<file path="src/rtl/kbd_tick_ctrl.sv">
// Programmable keyboard timebase: one-cycle tick enable plus square-wave level,
// with start/stop/one-shot control and period changes applied only at period boundaries.
module kbd_tick_ctrl #(
   parameter int               WIDTH       = 24,
   parameter logic [WIDTH-1:0] DEFAULT_DIV = 24'h7FFFFF,
   parameter int               CNT_W       = 8
) (
   input  logic             clk,
   input  logic             rst,
   input  logic             cfg_we,
   input  logic [WIDTH-1:0] cfg_div,
   input  logic             cmd_start,
   input  logic             cmd_oneshot,
   input  logic             cmd_stop,
   output logic             tick,
   output logic             kbd_level,
   output logic             busy,
   output logic             done,
   output logic             pend,
   output logic [CNT_W-1:0] tick_cnt
);

   typedef enum logic [1:0] {
      IDLE,
      RUN,
      ONESHOT
   } state_t;

   state_t           state;
   state_t           next_state;
   logic [WIDTH-1:0] div_active;
   logic [WIDTH-1:0] div_shadow;
   logic [WIDTH-1:0] counter;
   logic [WIDTH-1:0] div_next;
   logic             running;
   logic             terminal;
   logic             reload;

   always_ff @(posedge clk) begin
      if (rst) state <= IDLE;
      else     state <= next_state;
   end

   always_comb begin
      next_state = state;
      case (state)
         IDLE: begin
            if (cmd_stop)         next_state = IDLE;
            else if (cmd_start)   next_state = RUN;
            else if (cmd_oneshot) next_state = ONESHOT;
         end
         RUN: begin
            if (cmd_stop) next_state = IDLE;
         end
         ONESHOT: begin
            if (cmd_stop)       next_state = IDLE;
            else if (cmd_start) next_state = RUN;
            else if (terminal)  next_state = IDLE;
         end
         default: next_state = IDLE;
      endcase
   end

   always_comb begin
      busy = (state != IDLE);
   end

   // A fresh write beats any pending shadow value; in IDLE pend is always 0.
   always_comb begin
      running  = (state != IDLE);
      terminal = running && (counter == div_active);
      reload   = !running || cmd_stop || cmd_start || terminal;
      div_next = cfg_we ? cfg_div : (pend ? div_shadow : div_active);
   end

   // div_active only changes when the counter restarts, so counter never exceeds it.
   always_ff @(posedge clk) begin
      if (rst) begin
         div_active <= DEFAULT_DIV;
         div_shadow <= DEFAULT_DIV;
         counter    <= '0;
         tick       <= 1'b0;
         kbd_level  <= 1'b0;
         done       <= 1'b0;
         pend       <= 1'b0;
         tick_cnt   <= '0;
      end else begin
         tick <= 1'b0;
         done <= 1'b0;
         if (reload) begin
            counter    <= '0;
            div_active <= div_next;
            pend       <= 1'b0;
            if (cmd_stop) begin
               kbd_level <= 1'b0;
            end else if (running && !cmd_start) begin
               tick      <= 1'b1;
               kbd_level <= ~kbd_level;
               tick_cnt  <= tick_cnt + CNT_W'(1);
               done      <= (state == ONESHOT);
            end
         end else begin
            counter <= counter + WIDTH'(1);
            if (cfg_we) begin
               div_shadow <= cfg_div;
               pend       <= 1'b1;
            end
         end
      end
   end

endmodule

</file>
<file path="config.mk">
export PLATFORM = sky130hd
export DESIGN_NAME = kbd_tick_ctrl
export DESIGN_NICKNAME = d
export VERILOG_FILES = /design/src/rtl/kbd_tick_ctrl.sv
export SDC_FILE = /design/constraint.sdc
export NUM_CORES = 1
export LEC_CHECK = 0
export ABC_CLOCK_PERIOD_IN_PS = 3450
export BUFFER_PORTS_ARGS = -buffer_cell sky130_fd_sc_hd__buf_2
export CAP_MARGIN = 20
export CORE_ASPECT_RATIO = 0.8
export CORE_MARGIN = 8
export CORE_UTILIZATION = 46
export DETAILED_ROUTE_END_ITERATION = 7
export REMOVE_ABC_BUFFERS = 1
export SLEW_MARGIN = 10
export SYNTH_ARGS = -nofsm -noshare
export SYNTH_HDL_FRONTEND = slang
export SYNTH_SLANG_ARGS = --single-unit
</file>
<file path="constraint.sdc">
create_clock -name clk -period 3.45 [get_ports clk]
set_clock_uncertainty 0.15 [all_clocks]
set_input_delay 0.1725 -clock clk [delete_from_list [all_inputs] [get_ports clk]]
set_output_delay 0.1725 -clock clk [all_outputs]
set_load 0.03 [all_outputs]
</file>
# Yosys cells after proc, flatten, opt, wreduce, memory -nomap -nowiden

Cells that the tools add are included.

Input port bits: 30
Logic and storage cells: 53
Output and inout port bits: 13
Bits in registers: 86

Eq/ne operators: 6
Add/subtract/negate cells: 2
Mux-type cells: 13
Reductions and logical operators: 19
Bitwise gates (word level): 4

Operators by type and width:

| kind                    | number |
|---|---|
| $mux W24                | 2 |
| $add A24 B1 Y24 const B | 1 |
| $eq A24 B24 Y1          | 1 |
| $mux W2                 | 7 |
| $add A8 B1 Y8 const B   | 1 |
| $ne A4 B4 Y1 const B    | 2 |
| $pmux W2 S3             | 1 |
| $reduce_and A2 Y1       | 3 |
| $reduce_and A3 Y1       | 2 |
| $reduce_bool A2 Y1      | 3 |
| $not A1 Y1              | 4 |
| $reduce_or A4 Y1        | 1 |
| $logic_or A1 B1 Y1      | 3 |
| $mux W1                 | 3 |
| $reduce_or A3 Y1        | 1 |
| $eq A2 B1 Y1 const B    | 1 |
| $eq A2 B2 Y1 const B    | 1 |
| $logic_and A1 B1 Y1     | 2 |
| $logic_not A1 Y1        | 2 |
| $logic_not A2 Y1        | 1 |
| $ne A2 B2 Y1 const B    | 1 |
| $reduce_or A2 Y1        | 1 |

# Longest topological paths before layout

Gate-level depths: netlist of run 1.

Depth in word-level cells: 7
Gate-level depth with buffers: 8
Gate-level depth less buffers: 6

# Worst setup path before layout of run 1

Ideal clock, no wire load.

Path kind: register -> register
Start point: reg counter[19]
End point: reg div_active[23]
Required time: 3.177 ns
Path buffers: 2
Period minus slack after synthesis: 1.949 ns
Library setup time: 0.123 ns
Arrival time: 1.676 ns
Cell stages (with the launch flop): 8
Slack: 1.501 ns
Cell sequence: dfxtp_1 > buf_6 > xor2_1 > nor4_1 > nand4_1 > o31a_1 > buf_6 > mux2_1

Word-level cells in the longest chain between the ends: 4

Ends and longest elaborated chain:

| what                               | line | text |
|---|---|---|
| start, declared                    | 33   | `logic [WIDTH-1:0] counter;` |
| start signal, assigned             | 103  | `counter <= counter + WIDTH'(1);` |
| $eq A24 B24 Y1                     | 71   | `terminal = running && (counter == div_active);` |
| $logic_and A1 B1 Y1                | 71   |  |
| $logic_or A1 B1 Y1                 | 72   | `reload = !running \|\| cmd_stop \|\| cmd_start \|\| terminal;` |
| $reduce_and A2 Y1 (no source line) | n/a  |  |
| end signal, assigned               | 92   | `div_active <= div_next;` |
| end, declared                      | 31   | `logic [WIDTH-1:0] div_active;` |

Every way passes these cells.
A chain may end at the register's enable or synchronous reset.

# Worst setup path in the final report of run 1

Start point: reg div_active[18]
End point: reg div_active[21]

Word-level cells in the longest chain between the ends: 4

Ends and longest elaborated chain:

| what                               | line |
|---|---|
| $eq A24 B24 Y1                     | 71 |
| $logic_and A1 B1 Y1                | 71 |
| $logic_or A1 B1 Y1                 | 72 |
| $reduce_and A2 Y1 (no source line) | n/a |

Every way passes these cells.

==> results.txt, run 1 <==
* CTS tree: done
* Buffers on Ports: 42
- Switching Power: about 0.48 mW
- After clock tree synthesis, the clock-pin slew on the worst setup and hold paths is about 0.06 ns.
* Maximum ir drop on the vdd rail: about 230 uV
- Setup repair after global routing left no endpoint under its margin.
- Placeable core region: a little under 9000 um2
- Die Footprint: approximately 12000 um2
* Slowest cell on the critical path: sky130_fd_sc_hd__o31a_1
- The mapped netlist covers 4160 um2.
- Post-route clock period utilization: 79.0%
- Setup total negative slack on the finished layout was measured at 0 ns.
* Wire length reported by the detailed router: between 8 and 9 mm
* TritonCTS Sinks: 86
- At the end of routability-driven placement, the weighted congestion stood at about 0.81.
* Highest Clock Rate: 367 MHz
- In this run the cell area measured after placement is ~4400 um2.
- Yosys mapped the design onto 31 distinct sky130hd cell types.
* Primary flip-flop cell chosen by synthesis mapping: sky130_fd_sc_hd__dfxtp_1
- The worst pin sits at a relative slew slack of about 48%.
- For the worst-skew pair, the clock arrives at the later sink with an insertion delay of about 0.33 ns.
- Total global routing track utilization: between 10% and 20%
- Least-Margin Pin Slew: around 0.78 ns
* Post-synth EDFFs: 0
* Post-CTS setup buffers: 0
- The detailed router placed around 3300 vias in this run.
- Internal power comes to roughly 1.6 mW.
* Dominant cell type by count on the critical path: sky130_fd_sc_hd__buf_4
* Post-layout min period: between 2 and 3 ns
- Cells fill between 50% and 60% of the core in the end.
* Maximum level of the CTS H-tree: 3
* Antenna fix cells: 0
* Y dimension of the die: 101 um
* Mean instance size in the synthesized netlist: between 8 and 9 um2
- Clock buffer depth: 2
- Drt first pass iters: 6
- Standby leakage power: 1.82 nW
- Areal power density over the cells: between 400 and 500 nW/um2
* Finished layout cell area: slightly below 5000 um2
- Post-detailed-route DRC marker count: 0
- Final setup violation count: 0
- Nature of the critical path startpoint: flip-flop
* Proportion of layout cells with a drive suffix above 1: 13.5%
* CP Class: reg -> reg
- Fin. Hold Viols: 0
- Type of destination of the critical path: flip-flop
* Number of buffers inserted for hold repair after clock tree synthesis: 27
- The worst hold path belongs to the class in -> reg.
- For this run, asynchronously set or reset flops after synthesis account for 0%.
- In this run the clock root is driven by a sky130_fd_sc_hd__clkbuf_16.
- The number of gates resized after CTS was 0.
- Of the total power, combinational logic draws 8.2%.
- Number of violations reported at the end of detailed-routing iteration 0: about 230
* Count of antenna-violating nets left after detailed routing: 0
- In this run switching power makes up between 20 and 25% of total power.
* Number of max-slew violations in the final report: 0
- Crit path cell chain: xor2_1 > nor4_1 > nand4_1 > buf_4 > o31a_1 > buf_4 > mux2i_1
- Clock network fraction of design power: a little over two fifths
- At the end of the flow, the number of nets in the layout was 560.
- Outcome: finished clean
* I/O pin total: between 40 and 50
* Critical path data required time: 3.49 ns
- Critical path peak fanout: 13
- Cell row count: 31
- Of the synthesized area, sequential elements account for between 40 and 50%.
- Remaining global-route overflow: 0
- The initial utilization of the core area, before any placement, comes to between 40 and 50%.
- Post-detailed-placement half-perimeter wirelength: roughly 5.9 mm
- During synthesis, Yosys emitted a total of 0 warnings.
- Number of antenna violations at the first check in global routing: 0
* Number of clock buffers inserted by TritonCTS: 9
- Worst Setup Slack, final: approximately 0.72 ns
- STA puts the critical path data arrival time at 2.77 ns.
- The via count of the first global-routing pass was between 3000 and 4000.
* Maximum number of pins on one net before global-route repair: between 50 and 60
- Of the total power, registers draw 50.3%.
- The synthesized design contains between 80 and 90 register bits.
* Average wire per cell in the routed design: roughly 13 um
- Max-cap violations in this run came to 0.
* First-pass GRT wire length: 14.5 mm
- After technology mapping, the gate count stands at roughly 470.
* Average via count per standard cell: 5.08
* Max incr delay on CP: 0.54 ns
- Area growth, synth to finish: 18.8%
- Worst-case setup slack after placement: a little under 0.8 ns
* Chip width: approximately 120 um
[metrics by stage]
step                cells  power, mW  hold WS [ns]
global route          647       2.13        0.0750
detailed placement    605       1.20         0.269
finish                647       2.05        0.0506
global placement      605       1.19         0.258
floorplan             441       1.13        0.0981
CTS                   647       2.08        0.0375
[final cells by class]
cell class | instances | area [um2]
clock inverter | 5 | 27.5
clock buffer | 10 | 229
multi-input combinational | 350 | 2250
inverter | 5 | 18.8
tap | 115 | 144
fill | 852 | 3980
timing repair buffer | 76 | 548
sequential | 86 | 1720
[per-layer routing]
metal	vias up	part of all wire (%)	global-route usage, %
li1	1713	-	-
met1	1501	50	18.6
met2	61	44	23.2
met3	12	4.9	3.75
met4	0	1.2	3.93
met5	-	0	0
[worst paths after layout]
path | slack (ns) | startpoint | endpoint | cells after the start
hold / removal | 0.05 | cmd_start | state[0] | 3
setup reg to reg | 0.72 | div_active[18] | div_active[21] | 7
setup / recovery | 0.72 | div_active[18] | div_active[21] | 7
hold reg to reg | 0.33 | kbd_level | kbd_level | 2
[sequential cells by signal (all words and copies together), names as in the netlist]
signal / count
counter: 24
div_active: 24
div_shadow: 24
tick_cnt: 8
state: 2
done: 1
kbd_level: 1
pend: 1
tick: 1
[logic make-up (layout without fill, tap and decap cells)]
family,Yosys count,count (layout),share of synthesized area [%]
buf+inv,36,96,4.45
flops,86,86,41.4
simple gates,215,215,24.5
xor+xnor,45,45,9.47
compound gates,29,29,5.17
fa+ha+maj,2,2,0.601
mux,59,59,14.4
[critical path, delay by kind of cell, from the launching register on]
family | cells | cell delay [ns]
AO/OA/AOI/OAI | 1 | 0.54
XOR/XNOR | 1 | 0.19
buffers and inverters | 2 | 0.55
flip-flops | 1 | 0.32
multiplexers | 1 | 0.14
AND/OR/NAND/NOR | 2 | 0.69
[placed cells by master (no fill, tap or decap), drive strengths merged, types with 4 or more instances in the layout]
cell type    Yosys  final
nor3            20     20
mux2i           51     51
nand2b           4      4
nor2b           31     31
mux2             8      8
inv              5      5
a211oi          23     23
clkinv           0      4
nand2           12     12
nand4           10     10
dfxtp           86     86
clkbuf          21     10
nor4             8      8
dlygate4sd3      0     27
xor2            31     31
nand3            8      8
and3             4      4
nor2           110    110
xnor2           14     14
buf             10     49
[synthesized netlist by cell type (2+ instances only)]
cell | n | area share [%]
sky130_fd_sc_hd__a211oi_1 | 23 | 4.1
sky130_fd_sc_hd__and3_1 | 4 | 0.60
sky130_fd_sc_hd__and4_1 | 3 | 0.63
sky130_fd_sc_hd__buf_2 | 4 | 0.48
sky130_fd_sc_hd__buf_6 | 6 | 1.6
sky130_fd_sc_hd__clkbuf_1 | 21 | 1.9
sky130_fd_sc_hd__dfxtp_1 | 86 | 41
sky130_fd_sc_hd__ha_1 | 2 | 0.60
sky130_fd_sc_hd__inv_1 | 5 | 0.45
sky130_fd_sc_hd__mux2_2 | 7 | 1.9
sky130_fd_sc_hd__mux2i_1 | 51 | 12
sky130_fd_sc_hd__nand2_1 | 12 | 1.1
sky130_fd_sc_hd__nand2b_1 | 4 | 0.60
sky130_fd_sc_hd__nand3_1 | 8 | 0.96
sky130_fd_sc_hd__nand4_1 | 10 | 1.5
sky130_fd_sc_hd__nor2_1 | 110 | 9.9
sky130_fd_sc_hd__nor2b_1 | 31 | 4.7
sky130_fd_sc_hd__nor3_1 | 20 | 2.4
sky130_fd_sc_hd__nor4_1 | 7 | 1.1
sky130_fd_sc_hd__o21ai_0 | 2 | 0.24
sky130_fd_sc_hd__or3_1 | 3 | 0.45
sky130_fd_sc_hd__xnor2_1 | 14 | 2.9
sky130_fd_sc_hd__xor2_1 | 31 | 6.5
[power by group through the flow]
stage	combinational [mW]	clock [mW]	sequential [mW]
after floorplan	0.0794	0	1.05
after global placement	0.143	0	1.05
after detailed placement	0.147	0	1.05
after CTS	0.170	0.876	1.03
after global routing	0.189	0.909	1.03
final	0.168	0.852	1.03
Power figures use the tool's default switching activity.
==> inputs of run 2 (changes only) <==
--- a/config.mk
+++ b/config.mk
@@ -5,7 +5,8 @@
 export SDC_FILE = /design/constraint.sdc
 export NUM_CORES = 1
 export LEC_CHECK = 0
-export ABC_CLOCK_PERIOD_IN_PS = 3450
+export ABC_AREA = 1
+export ABC_CLOCK_PERIOD_IN_PS = 2700
 export BUFFER_PORTS_ARGS = -buffer_cell sky130_fd_sc_hd__buf_2
 export CAP_MARGIN = 20
 export CORE_ASPECT_RATIO = 0.8
==> constraint.sdc (replaced) <==
create_clock -name clk -period 2.7 [get_ports clk]
set_clock_uncertainty 0.15 [all_clocks]
set_input_delay 0.135 -clock clk [delete_from_list [all_inputs] [get_ports clk]]
set_output_delay 0.135 -clock clk [all_outputs]
set_load 0.03 [all_outputs]
==> run 2 against run 1 <==
Effect of this change:
- wire length is 29% higher
- sequential share of layout area is 2.0 points lower
- hold slack better by 0.011 ns
- highest routed layer unchanged
- cell area is 6.1% higher
- largest power group unchanged
- total power is 43% higher
- global-route usage is 3.4 points higher
- cell count is 31% higher
- worst setup slack worse by 0.34 ns
==> results.txt, run 2 <==
- Power share of the sequential group: 45.9% (-4.4 points)
- The number of stages on the worst hold path was 5 (+2).
- The worst setup slack for register-to-register paths came to 0.44 ns (-0.28 ns).
- Startpoint of the most critical hold path: cmd_oneshot
- The standard cell core area is 9110 um2 (+2.2%).
- The actual transition at the worst max-transition pin was 0.569 ns (-0.208 ns).
* Standby leakage power: 2.55 nW (+40%)
- Worst R2R Start: counter[0]
- The post-route core utilization came to 57.5% (+2.1 points).
- The data arrival at the endpoint of the critical path is 2.36 ns (-0.41 ns).
- The count of filler cells inserted in the layout was 892 (+4.7%).
* Nets: 761 (+36%)
- Critical path peak fanout: 32 (+19)
* Synth Area in Simple Gates: 40.2% (+16 points)
- XOR/XNOR share of the synthesized area: 3.83% (-5.6 points)
* Largest registers: counter x24, div_active x24, div_shadow x24
- Traced cell by cell, the critical path runs through dlygate4sd3_1 > buf_2 > nor2_1 > inv_1 > nor2_1 > nand2_2 > buf_12 > nand3_1 > nand3_1.
- The sequential-to-total area share from yosys stat came to 39.7% (-1.7 points).
- The area share of the largest cell type after synthesis came to 39.7% (-1.7 points).
- The worst register-to-register path ends at counter[22].
- The fraction of registers with async set/reset was 0% (unchanged).
- Remaining global-route overflow: 0 (unchanged)
- Critical path data required time: 2.75 ns (-0.74 ns)
- The multiplexer fraction of the synthesized cell area was 0% (-14 points).
- The placed wire-length estimate is 7.75 mm (+32%).
- The effective utilization at floorplan was 47.6% (+0.97 points).
- Y dimension of the die: 103 um (+1.8%)
- TritonCTS built the clock tree.
- The summed negative setup slack over all endpoints is 0 ns (unchanged).
* Final setup violation count: 0 (unchanged)
- Top area cells in the synthesized netlist: sky130_fd_sc_hd__dfxtp_1 (40%), sky130_fd_sc_hd__nand2_1 (21%), sky130_fd_sc_hd__nand3_1 (6.9%)
- Proportion of layout cells with a drive suffix above 1: 10.5% (-3.0 points)
- Adder-Cell Fraction of Synth Area: 0.577% (-0.025 points)
- The number of buffers and inverters on the critical path was 4 (+2).
- Library cell occupying the most area in the post-synthesis netlist: sky130_fd_sc_hd__dfxtp_1
- Post-route clock period utilization: between 80% and 90%
* TritonCTS Sinks: 86 (unchanged)
- Register bit count reported by yosys: 86 (unchanged)
- Slowest cell on the critical path: sky130_fd_sc_hd__dlygate4sd3_1
- The synthesis warning total was 0 (unchanged).
* Multi-input gate area: 2240 um2 (-0.61%)
- For this run, the leading register cell type out of synthesis is sky130_fd_sc_hd__dfxtp_1.
* Mean instance size in the synthesized netlist: 6.51 um2 (-26%)
- Post-layout min period: about 2.3 ns
* Type of the tightest min-delay check: in -> reg
- By area, the combinational part of the netlist is dominated by simple AND/OR/NAND/NOR gates.
- In the layout the commonest cells are sky130_fd_sc_hd__nand2_1 (245), sky130_fd_sc_hd__dfxtp_1 (86), sky130_fd_sc_hd__nor2_1 (70).
- Routability congestion estimate from global placement: 0.803 (-1.1%)
* Via count of the first global-routing pass: 3971 (+26%)
* Drt first pass iters: 4 (-2)
- The via density per instance was 4.95 (-2.6%).
- Post-detailed-route DRC marker count: 0 (unchanged)
- The flow ran to the end, and the final reports show no timing, DRC or antenna violations.
- Most common cell after layout, fill and taps aside: sky130_fd_sc_hd__nand2_1
- Routed vias: 4202 (+28%)
- Type of destination of the critical path: flip-flop
* Buffers on Ports: 42 (unchanged)
* Number of max-slew violations in the final report: 0 (unchanged)
- Switching Power: 0.710 mW (+49%)
* Total global routing track utilization: 17.8% (+3.4 points)
- FF/Latch Area: 1720 um2 (unchanged)
- The clock-pin slew on the worst setup and hold paths was 0.07 ns (about the same).
- The total power per unit cell area came to 559 nW/um2 (+35%).
- The area growth from synthesis to layout is 20.8%.
- The number of hold violations in the final report was 0 (unchanged).
- Number of antenna violations at the first check in global routing: 0 (unchanged)
- The portion of total power attributed to combinational logic came to 9.5% (+1.3 points).
* Switching portion of total power: 24.2% (+1.0 points)
- By count the netlist is led by sky130_fd_sc_hd__nand2_1 (245), sky130_fd_sc_hd__dfxtp_1 (86), sky130_fd_sc_hd__nor2_1 (70).
- The worst setup path is of the in -> reg kind.
- The internal power is 2.22 mW (+41%).
- The cell sitting at the root of the clock tree is a sky130_fd_sc_hd__clkbuf_16.
- The count of flip-flops with a built-in enable after synthesis came to 0 (unchanged).
* Post-CTS setup buffers: 0 (unchanged)
* Clock latency on the worst-skew pair: 0.34 ns (about the same)
* Clock buffer depth: 2 (unchanged)
- The relative slew slack came to 61.9% (+14 points).
- The maximum VDD drop is 363 uV (+55%).
* Count of antenna-violating nets left after detailed routing: 0 (unchanged)
* Number of violations reported at the end of detailed-routing iteration 0: 281 (+24%)
- Netlist Area Pre-Place: 4340 um2 (+4.3%)
- Average wire per cell in the routed design: 12.9 um (-1.8%)
- Die Footprint: 12800 um2 (+3.7%)
* Number of maximum-capacitance constraint violations: 0 (unchanged)
- The wire length after detailed routing came to 10.9 mm (+29%).
- Distinct cells, synth: 29 (-6.5%)
- The global-route wire length before repair was 18.9 mm (+30%).
- Cell row count: 31 (unchanged)
- Sink of the worst hold path: state[1]
* Nature of the critical path startpoint: input port
* Synthesized instance count: 667 (+41%)
- The I/O pin count was 43 (unchanged).
* Highest Clock Rate: between 400 and 500 MHz
* Synth Area in Compound Gates: 6.89% (+1.7 points)
- Clock network fraction of design power: 44.6% (+3.0 points)
- R2R depth: 8 (+1)
- The kind of cell with the highest combined delay along the critical path is simple AND/OR/NAND/NOR gates.
- Chip width: 125 um (+1.8%)
* Min Hold Slack: 0.0617 ns (+0.0111 ns)
* Total power of the final layout: 2.93 mW (+43%)
- Maximum number of pins on one net before global-route repair: 54 (-3.6%)
- Yosys instantiated no cell more often than sky130_fd_sc_hd__nand2_1.
* Antenna fix cells: 0 (unchanged)
- Number of clock buffers inserted by TritonCTS: 9 (unchanged)
- Maximum level of the CTS H-tree: 3 (unchanged)
- Max incr delay on CP: 0.55 ns (about the same)
* RSZ-0062 raised after global routing: no
run 2: cell count changes after synthesis, sizes merged, moves of 8 or more:
cell    before  now
xnor2       14    3
nor2b       31    0
mux2         8    0
nand3        8   62
xor2        31   16
a211oi      23    0
clkbuf      21   10
nor2       110   70
a21oi        1   18
o211ai       0   23
mux2i       51    0
inv          5   68
nand2       12  247
run 2: kinds of logic (layout without fill, tap and decap cells):
kind of cell,Yosys count,in the layout
AO/OA/AOI/OAI,48,48
flip-flops,86,86
XOR/XNOR,19,19
buffers and inverters,95,162
AND/OR/NAND/NOR,417,417
adder cells (fa/ha/maj),2,2
run 2: area by class of cell:
cell class	instances	share of cell area (%)
clock inverter	4	1.03
sequential	86	32.8
timing repair buffer	77	10.6
inverter	69	4.94
tap	115	2.74
multi-input combinational	486	42.7
clock buffer	12	5.08
run 2: worst register-to-register path, cell delays in order (launching register included):
cell and delay (ns):
sky130_fd_sc_hd__dfxtp_1 0.46, sky130_fd_sc_hd__ha_1 0.21, sky130_fd_sc_hd__nand2_1 0.07, sky130_fd_sc_hd__nor2_1 0.35, sky130_fd_sc_hd__nand4_1 0.27, sky130_fd_sc_hd__nor2_1 0.27
sky130_fd_sc_hd__nand2_1 0.11, sky130_fd_sc_hd__or2_0 0.21, sky130_fd_sc_hd__a21oi_1 0.11
run 2: worst max-delay path by stage:
stage	startpoint	endpoint	slack (ns)	cells after the start
after CTS	counter[0]	div_active[2]	0.30	11
after global routing	counter[15]	div_active[11]	0.14	11
after detailed placement	counter[15]	div_active[2]	0.30	11
final	cmd_stop	div_active[6]	0.39	9
after global placement	counter[15]	div_active[1]	0.35	11
after floorplan	counter[15]	div_active[0]	0.41	11
run 2: what timing repair did:
item	CTS	global route
endpoints found under the setup margin	0	3
hold endpoints to repair	31	0
hold buffers	29	0
resized for setup	0	1
run 2: per-layer routing:
metal  part of all wire, %  wire, um  global-route usage [%]
met5                     0         0                       0
met4                  0.74        81                    5.26
met2                    42      4620                    27.5
met1                    53      5760                    24.3
met3                   4.4       480                    3.85
run 2: metrics by stage:
stage / cell area (um2) / instances / worst slack [ns]
6_report: 5240 / 849 / 0.386
5_1_grt: 5240 / 849 / 0.141
4_1_cts: 5240 / 849 / 0.300
3_5_place_dp: 4630 / 804 / 0.296
3_3_place_gp: 4630 / 804 / 0.349
2_1_floorplan: 4220 / 641 / 0.406
run 2: power groups by stage:
stage | logic (mW) | clock network [mW] | registers [mW]
2_1_floorplan | 0.163 | 0 | 1.36
3_3_place_gp | 0.239 | 0 | 1.37
3_5_place_dp | 0.244 | 0 | 1.37
4_1_cts | 0.277 | 1.34 | 1.35
5_1_grt | 0.320 | 1.38 | 1.35
6_report | 0.278 | 1.31 | 1.35
==> inputs of run 3 (changes only) <==
--- a/config.mk
+++ b/config.mk
@@ -12,6 +12,7 @@
 export CORE_ASPECT_RATIO = 0.8
 export CORE_MARGIN = 8
 export CORE_UTILIZATION = 46
+export CTS_BUF_LIST = sky130_fd_sc_hd__clkbuf_8
 export DETAILED_ROUTE_END_ITERATION = 7
 export REMOVE_ABC_BUFFERS = 1
 export SLEW_MARGIN = 10
==> run 3 against run 2 <==
Effect of this change:
- die area unchanged
- sequential cell count stayed put
- total power is 11% lower
- global-route usage about the same
- sequential share of layout area grew 0.53 points
- via count up 0.45%
- hold slack got worse by 0.031 ns
- critical endpoint is now div_shadow[23]
==> results.txt, run 3 (synthesized netlist as in run 2, its figures left out) <==
- Outcome: finished clean
* Die Footprint: 12800 um2 (unchanged)
- The routability congestion estimate came to 0.803 (unchanged).
* Number of maximum-capacitance constraint violations: 0 (unchanged)
* Timing startpoint of the critical path: counter[6]
- The remaining global-route overflow is 0 (unchanged).
- The clock period minus final worst setup slack was 2.42 ns (+0.106 ns).
- Average wire per cell in the routed design: 12.8 um (-0.56%)
- Number of violations reported at the end of detailed-routing iteration 0: 290 (+3.2%)
* Routed vias: 4221 (+0.45%)
- The cell sitting at the root of the clock tree is a sky130_fd_sc_hd__clkbuf_8.
- Wire length on met3: 559 um (+16%)
* Placeable core region: 9110 um2 (unchanged)
- CP Class: reg -> reg
- The leakage dissipation is 2.51 nW (-1.5%).
- Met2 WL: 4.57 mm (-1.1%)
- The total CTS buffers came to 9 (unchanged).
* Power Internal: 1.93 mW (-13%)
- The data arrival at the endpoint of the critical path came to 2.58 ns (+0.22 ns).
- The CTS H-tree depth is 3 (unchanged).
- Leaving out fill and tap cells, the most frequent cells in the layout are sky130_fd_sc_hd__nand2_1 (245), sky130_fd_sc_hd__dfxtp_1 (85), sky130_fd_sc_hd__nor2_1 (69).
* Post-CTS setup buffers: 0 (unchanged)
- The endpoint identified for the worst register-to-register timing path is div_shadow[23].
- The largest registers in the layout are counter x24, div_active x24, div_shadow x24.
- Via count of the first global-routing pass: 3938 (-0.83%)
* Clock slew at the register clock pins of the worst setup and hold paths: 0.09 ns (+0.02 ns)
- The actual transition at the worst max-transition pin came to 0.543 ns (-0.0257 ns).
- The ratio of cells with drive above 1 in the final layout is 10.7% (+0.26 points).
* Critical path peak fanout: 24 (-25%)
- The clock latency reported for the late side of the worst-skew pair is 0.37 ns (+0.03 ns).
* Worst reg-to-reg setup slack: 0.28 ns (-0.16 ns)
* Maximum ir drop on the vdd rail: 342 uV (-5.6%)
- Last element of the critical path: div_shadow[23]
- The net switching fraction of the power is 25.9% (+1.7 points).
- Clock network fraction of design power: 37.7% (-6.9 points)
* Worst R2R Start: counter[6]
* Antenna fix cells: 0 (unchanged)
- The path class of the tightest hold or removal check is in -> reg.
* Wire length reported by the detailed router: 10.9 mm (-0.44%)
- The remaining design rule violation count came to 0 (unchanged).
- Count of antenna-violating nets left after detailed routing: 0 (unchanged)
* Wire length the detailed router placed on met1: 5.68 mm (-1.4%)
- The die span in y came to 103 um (unchanged).
- Initial Utilization: 47.6% (unchanged)
- The largest buffer count on any clock path was 2 (unchanged).
- Average via count per standard cell: 4.97 (+0.33%)
- Fin. Hold Viols: 0 (unchanged)
- The initial antenna violation count came to 0 (unchanged).
- The pin count of the biggest net entering global routing came to 54 (unchanged).
* Areal power density over the cells: 505 nW/um2 (-9.7%)
- The width of the chip came to 125 um (unchanged).
- The portion of the clock cycle consumed by the worst path in the final layout is 89.6% (+3.9 points).
* Type of destination of the critical path: flip-flop
- Most common cell after layout, fill and taps aside: sky130_fd_sc_hd__nand2_1
- Power share of the sequential group: 51.6% (+5.7 points)
- CTS tree: done
- Total global routing track utilization: 17.8% (about the same)
* Highest Clock Rate: 413 MHz (-4.4%)
- Setup repair after global routing left no endpoint under its margin.
* R2R depth: 11 (+3)
- In this run the top signal layer used is met4.
- Drt first pass iters: 5 (+1)
* I/O pin total: 43 (unchanged)
- The count of final setup violators is 0 (unchanged).
* Buffers on Ports: 42 (unchanged)
* Final core area utilization: 56.7% (-0.88 points)
- TritonCTS Sinks: 86 (unchanged)
- Critical path data required time: 2.86 ns (+0.11 ns)
- Part of the total power dissipated in combinational logic: 10.7% (+1.2 points)
* Sum of negative setup slack: 0 ns (unchanged)
* Nature of the critical path startpoint: flip-flop
* Slew HR: 63.8% (+1.9 points)
* Nets: 762 (+0.13%)
- The placed wire-length estimate was 7.75 mm (unchanged).
* Area growth, synth to finish: 19.0%
* First-pass GRT wire length: 18.8 mm (-0.51%)
- Cell row count: 31 (unchanged)
- Number of max-slew violations in the final report: 0 (unchanged)
- The switching power of the nets came to 0.675 mW (-4.9%).
==> run 3: cell type report <==
cell class	count	area [um2]
clock buffers	12	165
clock inverters	4	53.8
fillers	900	3950
inverters	69	259
multi-input cells	486	2250
flip-flops and latches	86	1720
well taps	115	144
repair buffers	78	568
==> run 3: per-layer routing <==
layer	GRT usage (%)	vias up
met5	0	-
met4	3.60	0
met3	5.24	9
met2	27.1	89
met1	24.4	1881
li1	-	2242
==> run 3: how the worst min path moves through the flow <==
stage               cells after the start             end  slack [ns]   startpoint
floorplan                               1  div_shadow[23]        0.05          rst
global placement                        3        state[0]        0.26    cmd_start
detailed placement                      3        state[0]        0.28    cmd_start
CTS                                     5        state[1]       0.001  cmd_oneshot
global route                            3  div_shadow[20]        0.06       cfg_we
finish                                  5        state[1]        0.03  cmd_oneshot
==> run 3: metrics by stage <==
step	cells	cell area (um2)	setup WS [ns]	hold WS [ns]	total power, mW
detailed placement	804	4630	0.296	0.277	1.62
floorplan	641	4220	0.406	0.0541	1.53
CTS	850	5150	0.0419	0.00145	2.63
global placement	804	4630	0.349	0.260	1.61
finish	850	5160	0.280	0.0306	2.61
global route	850	5160	0.0329	0.0611	2.73
==> run 3: what timing repair did <==
| action | in CTS | in global routing |
|---|---|---|
| gates resized for setup | 0 | 4 |
| hold buffers | 30 | 0 |
| hold endpoints to repair | 48 | 0 |
| setup endpoints to repair | 0 | 6 |
==> run 3: power by group through the flow <==
stage	clock network [mW]	logic [mW]	registers, mW
CTS	1.01	0.277	1.35
global route	1.06	0.321	1.35
detailed placement	0	0.244	1.37
global placement	0	0.239	1.37
finish	0.983	0.278	1.35
floorplan	0	0.163	1.36
==> run 3: critical path, stage by stage (launching register included) <==
cell                            delay [ns]
sky130_fd_sc_hd__dfxtp_1              0.43
sky130_fd_sc_hd__inv_2                0.08
sky130_fd_sc_hd__nand2_1              0.06
sky130_fd_sc_hd__nand2_1              0.04
sky130_fd_sc_hd__nor2_1               0.09
sky130_fd_sc_hd__nand2_1              0.06
sky130_fd_sc_hd__nor2_1               0.20
sky130_fd_sc_hd__nand3_2              0.21
sky130_fd_sc_hd__nand3_4              0.27
sky130_fd_sc_hd__nand2_1              0.09
sky130_fd_sc_hd__a21oi_1              0.13
sky130_fd_sc_hd__dlygate4sd3_1        0.55
